<file path="src/rtl/branch_resolve_unit.sv">
// Execute-side branch resolution: tracks in-flight BTB predictions in order,
// checks them against EX outcomes, and drives BTB updates, redirects and stats.
//
// state   | meaning
// S_RUN   | normal operation, pushes and resolves accepted
// S_FLUSH | one-cycle flush/redirect after a mispredict, FIFO already empty
module branch_resolve_unit #(
    parameter int DEPTH = 4,
    parameter int XLEN  = 32,
    parameter int CNT_W = 16
) (
    input  logic                         clk,
    input  logic                         rst,
    input  logic                         pred_valid,
    input  logic [XLEN-1:0]              pred_pc,
    input  logic [XLEN-1:0]              pred_target,
    output logic                         pred_ready,
    input  logic                         res_valid,
    input  logic [XLEN-1:0]              res_pc,
    input  logic                         res_taken,
    input  logic [XLEN-1:0]              res_target,
    output logic                         btb_write_en,
    output logic [XLEN-1:0]              btb_pc,
    output logic [XLEN-1:0]              btb_dest,
    output logic                         redirect_valid,
    output logic [XLEN-1:0]              redirect_pc,
    output logic                         flush,
    output logic [$clog2(DEPTH+1)-1:0]   fifo_count,
    output logic [CNT_W-1:0]             branch_count,
    output logic [CNT_W-1:0]             mispredict_count,
    output logic                         order_error
);

    localparam int PW = $clog2(DEPTH);
    localparam int CW = $clog2(DEPTH + 1);
    localparam logic [CW-1:0] DEPTH_C = CW'(DEPTH);

    typedef enum logic {S_RUN, S_FLUSH} state_t;

    state_t          state_q, state_d;
    logic [XLEN-1:0] pc_mem  [DEPTH];
    logic [XLEN-1:0] tgt_mem [DEPTH];
    logic [PW-1:0]   wr_ptr_q, wr_ptr_d, rd_ptr_q, rd_ptr_d;
    logic [CW-1:0]   count_q, count_d;
    logic            oe_q, oe_d;
    logic            we_q, we_d;
    logic [XLEN-1:0] bpc_q, bpc_d, bdst_q, bdst_d, rpc_q, rpc_d;
    logic [CNT_W-1:0] brc_q, brc_d, misc_q, misc_d;

    logic [XLEN-1:0] head_pc, head_tgt;
    logic            head_ptaken, push, push_eff, res_hit, tgt_wrong, mispredict;

    assign head_pc     = pc_mem[rd_ptr_q];
    assign head_tgt    = tgt_mem[rd_ptr_q];
    assign head_ptaken = (head_tgt != '0);

    assign pred_ready = (count_q < DEPTH_C) && (state_q == S_RUN);
    assign push       = pred_valid && pred_ready;
    assign res_hit    = res_valid && (state_q == S_RUN) && (count_q != '0) && (head_pc == res_pc);
    assign tgt_wrong  = res_taken && (head_tgt != res_target);
    assign mispredict = res_hit && ((head_ptaken != res_taken) || tgt_wrong);
    // A push racing a mispredict belongs to the squashed wrong path.
    assign push_eff   = push && !mispredict;

    always_comb begin
        state_d  = S_RUN;
        wr_ptr_d = wr_ptr_q;
        rd_ptr_d = rd_ptr_q;
        count_d  = count_q + CW'(push_eff) - CW'(res_hit);
        oe_d     = oe_q;
        we_d     = 1'b0;
        bpc_d    = bpc_q;
        bdst_d   = bdst_q;
        rpc_d    = rpc_q;
        brc_d    = brc_q;
        misc_d   = misc_q;

        if (res_valid && (state_q == S_RUN) && !res_hit) begin
            oe_d = 1'b1;
        end
        if (push_eff) begin
            wr_ptr_d = wr_ptr_q + PW'(1);
        end
        if (res_hit) begin
            rd_ptr_d = rd_ptr_q + PW'(1);
            if (brc_q != '1) brc_d = brc_q + CNT_W'(1);
            if (tgt_wrong) begin
                we_d   = 1'b1;
                bpc_d  = res_pc;
                bdst_d = res_target;
            end else if (!res_taken && head_ptaken) begin
                we_d   = 1'b1;
                bpc_d  = res_pc;
                bdst_d = '0;
            end
        end
        if (mispredict) begin
            state_d  = S_FLUSH;
            wr_ptr_d = '0;
            rd_ptr_d = '0;
            count_d  = '0;
            rpc_d    = res_taken ? res_target : res_pc + XLEN'(4);
            if (misc_q != '1) misc_d = misc_q + CNT_W'(1);
        end
    end

    always_ff @(posedge clk or negedge rst) begin
        if (!rst) begin
            state_q  <= S_RUN;
            wr_ptr_q <= '0;
            rd_ptr_q <= '0;
            count_q  <= '0;
            oe_q     <= 1'b0;
            we_q     <= 1'b0;
            bpc_q    <= '0;
            bdst_q   <= '0;
            rpc_q    <= '0;
            brc_q    <= '0;
            misc_q   <= '0;
        end else begin
            state_q  <= state_d;
            wr_ptr_q <= wr_ptr_d;
            rd_ptr_q <= rd_ptr_d;
            count_q  <= count_d;
            oe_q     <= oe_d;
            we_q     <= we_d;
            bpc_q    <= bpc_d;
            bdst_q   <= bdst_d;
            rpc_q    <= rpc_d;
            brc_q    <= brc_d;
            misc_q   <= misc_d;
        end
    end

    // Record storage needs no reset: occupancy is tracked by count_q.
    always_ff @(posedge clk) begin
        if (push_eff) begin
            pc_mem[wr_ptr_q]  <= pred_pc;
            tgt_mem[wr_ptr_q] <= pred_target;
        end
    end

    assign flush            = (state_q == S_FLUSH);
    assign redirect_valid   = (state_q == S_FLUSH);
    assign redirect_pc      = rpc_q;
    assign btb_write_en     = we_q;
    assign btb_pc           = bpc_q;
    assign btb_dest         = bdst_q;
    assign fifo_count       = count_q;
    assign branch_count     = brc_q;
    assign mispredict_count = misc_q;
    assign order_error      = oe_q;

endmodule

</file>
<file path="config.mk">
export PLATFORM = sky130hd
export DESIGN_NAME = branch_resolve_unit
export DESIGN_NICKNAME = d
export VERILOG_FILES = /design/src/rtl/branch_resolve_unit.sv
export SDC_FILE = /design/constraint.sdc
export NUM_CORES = 1
export LEC_CHECK = 0
export ABC_AREA = 1
export BUFFER_PORTS_ARGS = -buffer_cell sky130_fd_sc_hd__buf_4
export CORE_MARGIN = 2
export CORE_UTILIZATION = 60
export CTS_CLUSTER_DIAMETER = 100
export DETAILED_ROUTE_END_ITERATION = 8
export GPL_TIMING_DRIVEN = 1
export PLACE_DENSITY = 0.83
export SYNTH_ARGS = -nofsm -noshare
export SYNTH_HDL_FRONTEND = slang
export SYNTH_SLANG_ARGS = --single-unit
</file>
<file path="constraint.sdc">
create_clock -name clk -period 8.6 [get_ports clk]
set_clock_uncertainty 0.05 [all_clocks]
set_input_delay 1.29 -clock clk [delete_from_list [all_inputs] [get_ports clk]]
set_output_delay 1.29 -clock clk [all_outputs]
set_load 0.02 [all_outputs]
</file>
* Yosys cells after proc, flatten, opt, wreduce, memory -nomap -nowiden
Memories as Yosys holds them, arrays and structs flattened.
Index checks and enable logic that the tools add are counted.
** Storage, ports and cells
- Register bits after elaboration :: 138
- Bits of input ports :: 133
- Memories :: 2
- RAM bits :: 256
- Word-level logic and storage cells :: 65
- Output and inout bits :: 136
** Operators by class
- Reduce and logical (&&, ||, !) cells :: 22
- Muxes and demuxes :: 16
- Order comparisons :: 1
- $add $sub $neg :: 7
- Bitwise logic cells :: 1
- Equality and inequality tests :: 5
** Memories
- pc_mem :: words 4, bits a word 32, read ports 1, clocked after memory_dff 0, wr ports 1, line 41 : logic [XLEN-1:0] pc_mem [DEPTH];
- tgt_mem :: words 4, bits a word 32, read ports 1, clocked after memory_dff 0, wr ports 1, line 42 : logic [XLEN-1:0] tgt_mem [DEPTH];
** Operators with widths (number)
- $mux 32 :: 5
- $add 16x1->16 const B :: 2
- $add 32x3->32 const B :: 1
- $eq 32x32->1 :: 1
- $ne 16x16->1 const B :: 2
- $ne 32x32->1 :: 1
- $reduce_bool 32->1 :: 1
- $logic_and 1x1->1 :: 10
- $mux 2 :: 4
- $mux 1 :: 6
- $reduce_and 2->1 :: 3
- $reduce_bool 2->1 :: 3
- $add 2x1->2 const B :: 2
- $add 3x1->3 :: 1
- $logic_not 1->1 :: 3
- $lt 3x3->1 const B :: 1
- $mux 3 :: 1
- $reduce_bool 3->1 :: 1
- $sub 3x1->3 :: 1
- $logic_or 1x1->1 :: 1
- $ne 1x1->1 :: 1
- $not 1->1 :: 1

* Depth between registers and ports, before layout
Gate-level depths: netlist of the first run.
- Word-level depth :: 10
- Depth in mapped cells :: 26
- Depth with buffers taken out :: 23

* Least setup slack after synthesis of the first run
Ideal clock, no wire load.
- Path kind :: input to register
- Start point :: input res_target[13]
- End point :: memory pc_mem[0][0] (enable)
- Stages on the path :: 15
- Buffers on the path :: 1
- Path slack :: 3.038 ns
- Library setup time :: 0.486 ns
- Data required time :: 8.064 ns
- Arrival :: 5.026 ns
- Cell sequence :: inv_1 nand3_1 nand2_1 inv_1 nand2_1 nor2_1 nand2_1 nor2_1 nand2_1 nand2_1 nand2_2 nand2_1 buf_4 nand2_1 nor2_1
** On the way
- Cells in the longest elaborated chain, start to end :: 8
** Ends and longest elaborated chain
- start: declaration :: line 21 : input logic [XLEN-1:0] res_target,
- $ne 32x32->1 :: line 60 : assign tgt_wrong = res_taken && (head_tgt != res_target);
- $logic_and 1x1->1 :: line 60
- $logic_or 1x1->1 :: line 61 : assign mispredict = res_hit && ((head_ptaken != res_taken) || tgt_wrong);
- $logic_and 1x1->1 :: line 61
- $logic_not 1->1 :: line 63 : assign push_eff = push && !mispredict;
- $logic_and 1x1->1 :: line 63
- $mux 1 :: line 137 : if (push_eff) begin
- $mux 1 (not written as such) :: line 138 : pc_mem[wr_ptr_q] <= pred_pc;
- end: declaration :: line 41
No other way between the ends.

* Final worst setup path of the first run
- Start point :: register rd_ptr_q[0]
- End point :: memory pc_mem[1][3] (enable)
** On the way
- Cells in the longest elaborated chain, start to end :: 9
- Elaborated cells between the ends (all ways) :: 14
- Classes of those cells :: 3 x eq/ne; 2 x mux; 7 x reduce/logical; 2 x memory
** Ends and longest elaborated chain
- start: declaration :: line 43 : logic [PW-1:0] wr_ptr_q, wr_ptr_d, rd_ptr_q, rd_ptr_d;
- start signal: assignment :: line 123 : rd_ptr_q <= rd_ptr_d;
- $mem_v2 4x32
- $reduce_bool 32->1 / $ne 32x32->1 (equally long branches) :: line 55, 60
- $ne 1x1->1 / $logic_and 1x1->1 (equally long branches) :: line 61, 60
- $logic_or 1x1->1 :: line 61
- $logic_and 1x1->1 * :: line 61
- $logic_not 1->1 * :: line 63
- $logic_and 1x1->1 * :: line 63
- $mux 1 * :: line 137
- $mux 1 (not written as such) * :: line 138
Every way passes the cells marked *; elsewhere a longest branch is shown, timed or not.

==> metrics.cfg, run 1 <==
[yosys]
syn-num-nets=2162
syn_inst=2019
synth_cell_types=38
synthArstFlopShare=0.3503
synthTopCellsByArea=edfxtp_1, dfrtp_1, nand2_1, nand3_1, nand4_1
synth_common_cells=nand2_1, nand3_1, edfxtp_1
synth.most_common_cell=nand2_1
synth_top_area_frac=0.4137
yosysSeqAreaShare=0.5996
yosysWarningCount=0
synth_edf_count=256
ys_ff_latch=394
synth_area_leader_cell=edfxtp_1
syn_area_per_cell_um2=9.203
syn_area_um2=18580
synth-main-ff-cell=edfxtp_1

[clock_tree]
clkTransAtPathRegs_ns=0.06
cts_hold_buf=0
cts_root_buffer=clkbuf_16
cts_resized=0
cts_tree=done
insertion_delay_ns=0.55
post_cts.repair.setup_buffers=0
cts.sinks=394
htreeDepth=2
numCtsBuffers=41
cts.path.max_buffers=3

[global_routing]
grt_max_degree=94
overflow=0
track_usage=0.3459
grt_pass1_wl_um=87280
grt_pass1_vias=15120
grt_antenna_before_repair=1

[die]
fp.dieH_um=180.0
initial_core_util=0.6090
io_pins=269
dieArea_um2=32390
coreArea_um2=30510
rows=64
die_w_um=180.0

[route]
routed_wl_um=56260
ant_nets=0
drtIter0Drc=1809
viasPerCell=5.877
vias=15800
wl_per_cell_um=20.92
drc=0
first_pass_iters=6

[timing]
worst_pin_slew_ns=0.9356
max_freq_mhz=198.8
setup_viol=0
hold_viol=0
tns_ns=0
slew_headroom=0.3763
period_minus_slack_ns=5.031
rsz0062_at_grt=false
maxSlewViolCount=0
fin_ws_ns=3.569
period_share=0.5850

[setup_path]
timing_worst_setup_path_type=reg2reg
crit_arrival_ns=5.20
cp_max_fo=84
worst_setup_path_start_kind=flip-flop
crit_required_ns=8.77
r2r_slack_ns=3.57
critPathCaptureType=flip-flop

[outcome]
status=finished clean

[pwr]
power_leakage_nw=10.14
power_density_nw_per_um2=177.9
vdd_drop_max_mv=0.1774

[flow_run]
drv_cap=0

[final_layout]
nNetsFinal=2404
area_growth_pct=19.15
drive_gt1_frac=0.1605
antenna-diode-count=0

[placement]
gp_congestion=0.9708
place_ws_ns=3.704
post-dp-hpwl_um=38750
port_buffers=268

[hold_path]
hold_class=reg2reg

## area by class of cell
cell class              count  area [um^2]
clock buffers              56         1149
clock inverters            19        173.9
fillers                  2187         8369
inverters                 118        444.2
multi-input cells        1419         6524
flip-flops and latches    394        11150
well taps                 396        495.5
repair buffers            287         2208
## sequential cells by signal, indices dropped and copies added, names as in the netlist
register / count
wr_ptr_q: 2
fifo_count: 3
mispredict_count: 16
branch_count: 16
btb_dest: 32
rd_ptr_q: 2
btb_write_en: 1
pc_mem: 128
redirect_pc: 32
tgt_mem: 128
btb_pc: 32
order_error: 1
flush: 1
## layout by cell type (no fill, tap or decap), drive strengths merged
cell type  instances
a2bb2oi            2
o22ai              1
nand3b             7
a22oi              4
nor4               8
mux2i             12
nand4             72
dfrtp            138
o21a               2
nor3              27
o21ai             40
xor2              38
ha                 9
clkinvlp           2
nor2              86
nand2            807
a21boi             1
o21bai             1
a31oi              1
nand3            277
nor3b              1
clkinv            16
and3               1
edfxtp           256
bufinv             2
a21oi              9
or2                2
xnor2             10
inv              117
clkbuf            56
fa                 1
buf              287
## critical path, stage by stage, from the launching register on
cell      delay [ns]
dfrtp_4         0.85
clkinv_2        0.16
buf_4           0.40
nand2_1         0.17
nand3_1         0.12
nand2_1         0.18
nand2_1         0.08
nor2_1          0.10
nand2_1         0.08
nor2_1          0.37
nand2_1         0.15
nand2_1         0.09
nand2_1         0.08
inv_2           0.06
nand2_2         0.26
nand2_2         0.16
nand2_1         0.25
nor2_4          0.67
buf_4           0.36
## report_power, final
group	internal, W	total (W)	switching [W]	leakage (nW)
sequential	0.00202	0.00202	0.000000000348	4.21
clock	0.00100	0.00173	0.000727	0.650
combinational	0.0000644	0.000188	0.000123	5.28
total	0.00309	0.00394	0.000850	10.1
## cells by family after synthesis
kind of cell,synth area share
AOI/OAI and AO/OA,0.01805
xor gates and xnor gates,0.02262
adders and majority gates,0.007138
buffers and inverters,0.05151
DFF,0.5996
muxes,0.006464
and+or+nand+nor,0.2947
## path summary, 6_finish.rpt
kind | from | to | depth (start not counted)
min in group asynchronous | rst | fifo_count[1] | 1
max | rd_ptr_q[0] | pc_mem[1][3] | 18
min reg2reg | btb_pc[3] | btb_pc[3] | 2
min | btb_pc[3] | btb_pc[3] | 2
max reg2reg | rd_ptr_q[0] | pc_mem[1][3] | 18
max in group asynchronous | rst | btb_dest[17] | 2
## per-layer routing
layer  track usage  vias to the layer above  wire, um
met4        0.1363                        2      2259
li1              -                     7238         -
met3       0.06017                      157      5879
met1        0.4882                     7435     22260
met2        0.5399                      970     25850
met5             0                        -         9
## per-stage QoR
stage          cells  area (um^2)  utilization  power [W]  hold WS [ns]
6_report        2689        22140       0.7257   0.003938        0.4231
5_1_grt         2689        22140       0.7257   0.004039        0.4539
4_1_cts         2689        22140       0.7257   0.003945        0.4246
3_5_place_dp    2614        20820       0.6823   0.002241        0.4102
3_3_place_gp    2614        20820       0.6823   0.002239        0.4064
2_1_floorplan   2019        18580            -   0.002115        0.4679
Power figures use the tool's default switching activity.
==> run 2: changes to the inputs <==
CORE_UTILIZATION = 58   (was 60)
PLACE_DENSITY = 0.81   (was 0.83)
clock period = 4.72 ns   (was 8.6 ns; I/O delays follow)
==> metrics.cfg, run 2 (same netlist as run 1, synthesis figures left out) <==
[outcome]
status=finished clean

[placement]
post-dp-hpwl_um=40570  ; +4.7%
gp_congestion=0.9669  ; -0.40%
placedCellCount=2627  ; +0.50%
place_ws_ns=0.3761  ; -3.328 ns
port_buffers=268  ; unchanged

[clock_tree]
cts.path.max_buffers=3  ; unchanged
cts.sinks=394  ; unchanged
post_cts.repair.setup_buffers=0  ; unchanged
cts_tree=done
cts_root_buffer=clkbuf_16
insertion_delay_ns=0.54  ; about the same
cts_hold_buf=0  ; unchanged
cts_resized=0  ; unchanged
htreeDepth=2  ; unchanged
clkTransAtPathRegs_ns=0.06  ; about the same
numCtsBuffers=41  ; unchanged

[timing]
rsz0062_at_grt=false
period_share=0.9318  ; +0.3468
setup_viol=0  ; unchanged
hold_slack_ns=0.3005  ; -0.1226 ns
max_freq_mhz=227.4  ; +14%
maxSlewViolCount=0  ; unchanged
period_minus_slack_ns=4.398  ; -0.6330 ns
slew_headroom=0.1460  ; -0.2303
fin_ws_ns=0.3217  ; -3.247 ns
worst_pin_slew_ns=1.280  ; +0.3441 ns
hold_viol=0  ; unchanged

[final_layout]
utilization=0.7072  ; -0.01847
area_growth_pct=20.10
layout_common_cells=nand2_1, buf_4, nand3_1
nFillCells=2341  ; +7.0%
multi_input_comb_area_um2=6524  ; unchanged
nNetsFinal=2411  ; +0.29%
ff_latch_area_um2=11150  ; unchanged
stdcell_count=2707  ; +0.67%
drive_gt1_frac=0.1630  ; +0.002484
final_common_cell=nand2_1
reg.largest.list=pc_mem x128, tgt_mem x128

[setup_path]
slowest_delay_ns=0.69  ; -0.16 ns
cp_top_family=simple AND/OR/NAND/NOR gates
cp_cell_sequence=buf_4, buf_4, nand2_1, nand3_1, nand2_1, nand2_1, nand2_1, nand3_1, nor2_1, nand2_1, nor2_1, nand2_1, nor2_2, nand2_2, nand2_1, nor2_4, buf_4
worst_setup_path_start_kind=flip-flop
crit_arrival_ns=4.52  ; -0.68 ns
crit_top_cell=nand2_1
cpMaxStageDelayCell=buf_4
critPathCaptureType=flip-flop
crit_buf_inv=3  ; -1
cp_max_fo=46  ; -45%
crit_required_ns=4.84  ; -3.93 ns
timing_worst_setup_path_type=reg2reg

[pwr]
power_density_nw_per_um2=332.1  ; +87%
vdd_drop_max_mv=0.3497  ; +97%
power_leakage_nw=10.23  ; +0.96%

[global_routing]
grt_antenna_before_repair=3  ; +2
grt_pass1_vias=15260  ; +0.92%
track_usage=0.3448  ; -0.001017
grt_pass1_wl_um=87930  ; +0.74%
grt_max_degree=112  ; +19%
overflow=0  ; unchanged

[flow_run]
drv_cap=0  ; unchanged

[route]
drtIter0Drc=1757  ; -2.9%
viasPerCell=5.890  ; +0.23%
ant_nets=0  ; unchanged
vias=15940  ; +0.90%
wl_per_cell_um=21.45  ; +2.5%
drc=0  ; unchanged
first_pass_iters=7  ; +1
routed_wl_um=58070  ; +3.2%

[die]
io_pins=269  ; unchanged
die_w_um=183.0  ; +1.7%
coreArea_um2=31560  ; +3.4%
rows=65  ; +1.6%
dieArea_um2=33490  ; +3.4%
initial_core_util=0.5889  ; -0.02019
fp.dieH_um=183.0  ; +1.7%

[hold_path]
hold_class=in2async

[run 2: area by class of cell]
type	instances	share of cell area
Antenna cell	4	0.0004485
Sequential cell	394	0.4994
Clock inverter	7	0.004149
Timing Repair Buffer	294	0.1008
Multi-Input combinational cell	1419	0.2923
Tap cell	402	0.02254
Clock buffer	69	0.06044
Inverter	118	0.01990
[run 2: per-layer routing]
metal / GRT usage / part of all wire / up-vias
li1: - / - / 7255
met1: 0.4777 / 0.39 / 7517
met2: 0.5347 / 0.45 / 1004
met3: 0.07307 / 0.11 / 168
met4: 0.1430 / 0.045 / 0
met5: 0 / 0 / -
[run 2: report_power, final]
group	switching (W)	total, W	internal [W]
Sequential	0.000000000773	0.00368	0.00368
Clock	0.00132	0.00338	0.00206
Combinational	0.000232	0.000350	0.000118
[run 2: through the flow]
step / setup TNS [ns] / cell area [um^2] / total power, W
5_1_grt: 0 / 22310 / 0.007595
4_1_cts: 0 / 22310 / 0.007424
3_5_place_dp: 0 / 20870 / 0.004092
3_3_place_gp: 0 / 20870 / 0.004089
2_1_floorplan: -133.42 / 18580 / 0.003854
6_report: 0 / 22320 / 0.007412
[run 2: final timing paths]
path | start | to | slack [ns] | cells after the start
worst max-delay path | rd_ptr_q[0] | tgt_mem[0][8] | 0.32 | 17
worst min register to register | btb_pc[22] | btb_pc[22] | 0.42 | 2
worst min-delay path | rst | mispredict_count[12] | 0.30 | 1
max in group asynchronous | rst | branch_count[2] | 3.32 | 2
worst max register to register | rd_ptr_q[0] | tgt_mem[0][8] | 0.32 | 17
min in group clk | pred_target[6] | tgt_mem[2][6] | 0.32 | 1
[run 2: worst register-to-register path, stage by stage (launching register included)]
cell and delay, ns:
dfrtp_4 0.60, buf_4 0.38, buf_4 0.48, nand2_1 0.15
nand3_1 0.15, nand2_1 0.07, nand2_1 0.05, nand2_1 0.06
nand3_1 0.08, nor2_1 0.05, nand2_1 0.06, nor2_1 0.05
nand2_1 0.11, nor2_2 0.05, nand2_2 0.07, nand2_1 0.17
nor2_4 0.67, buf_4 0.69
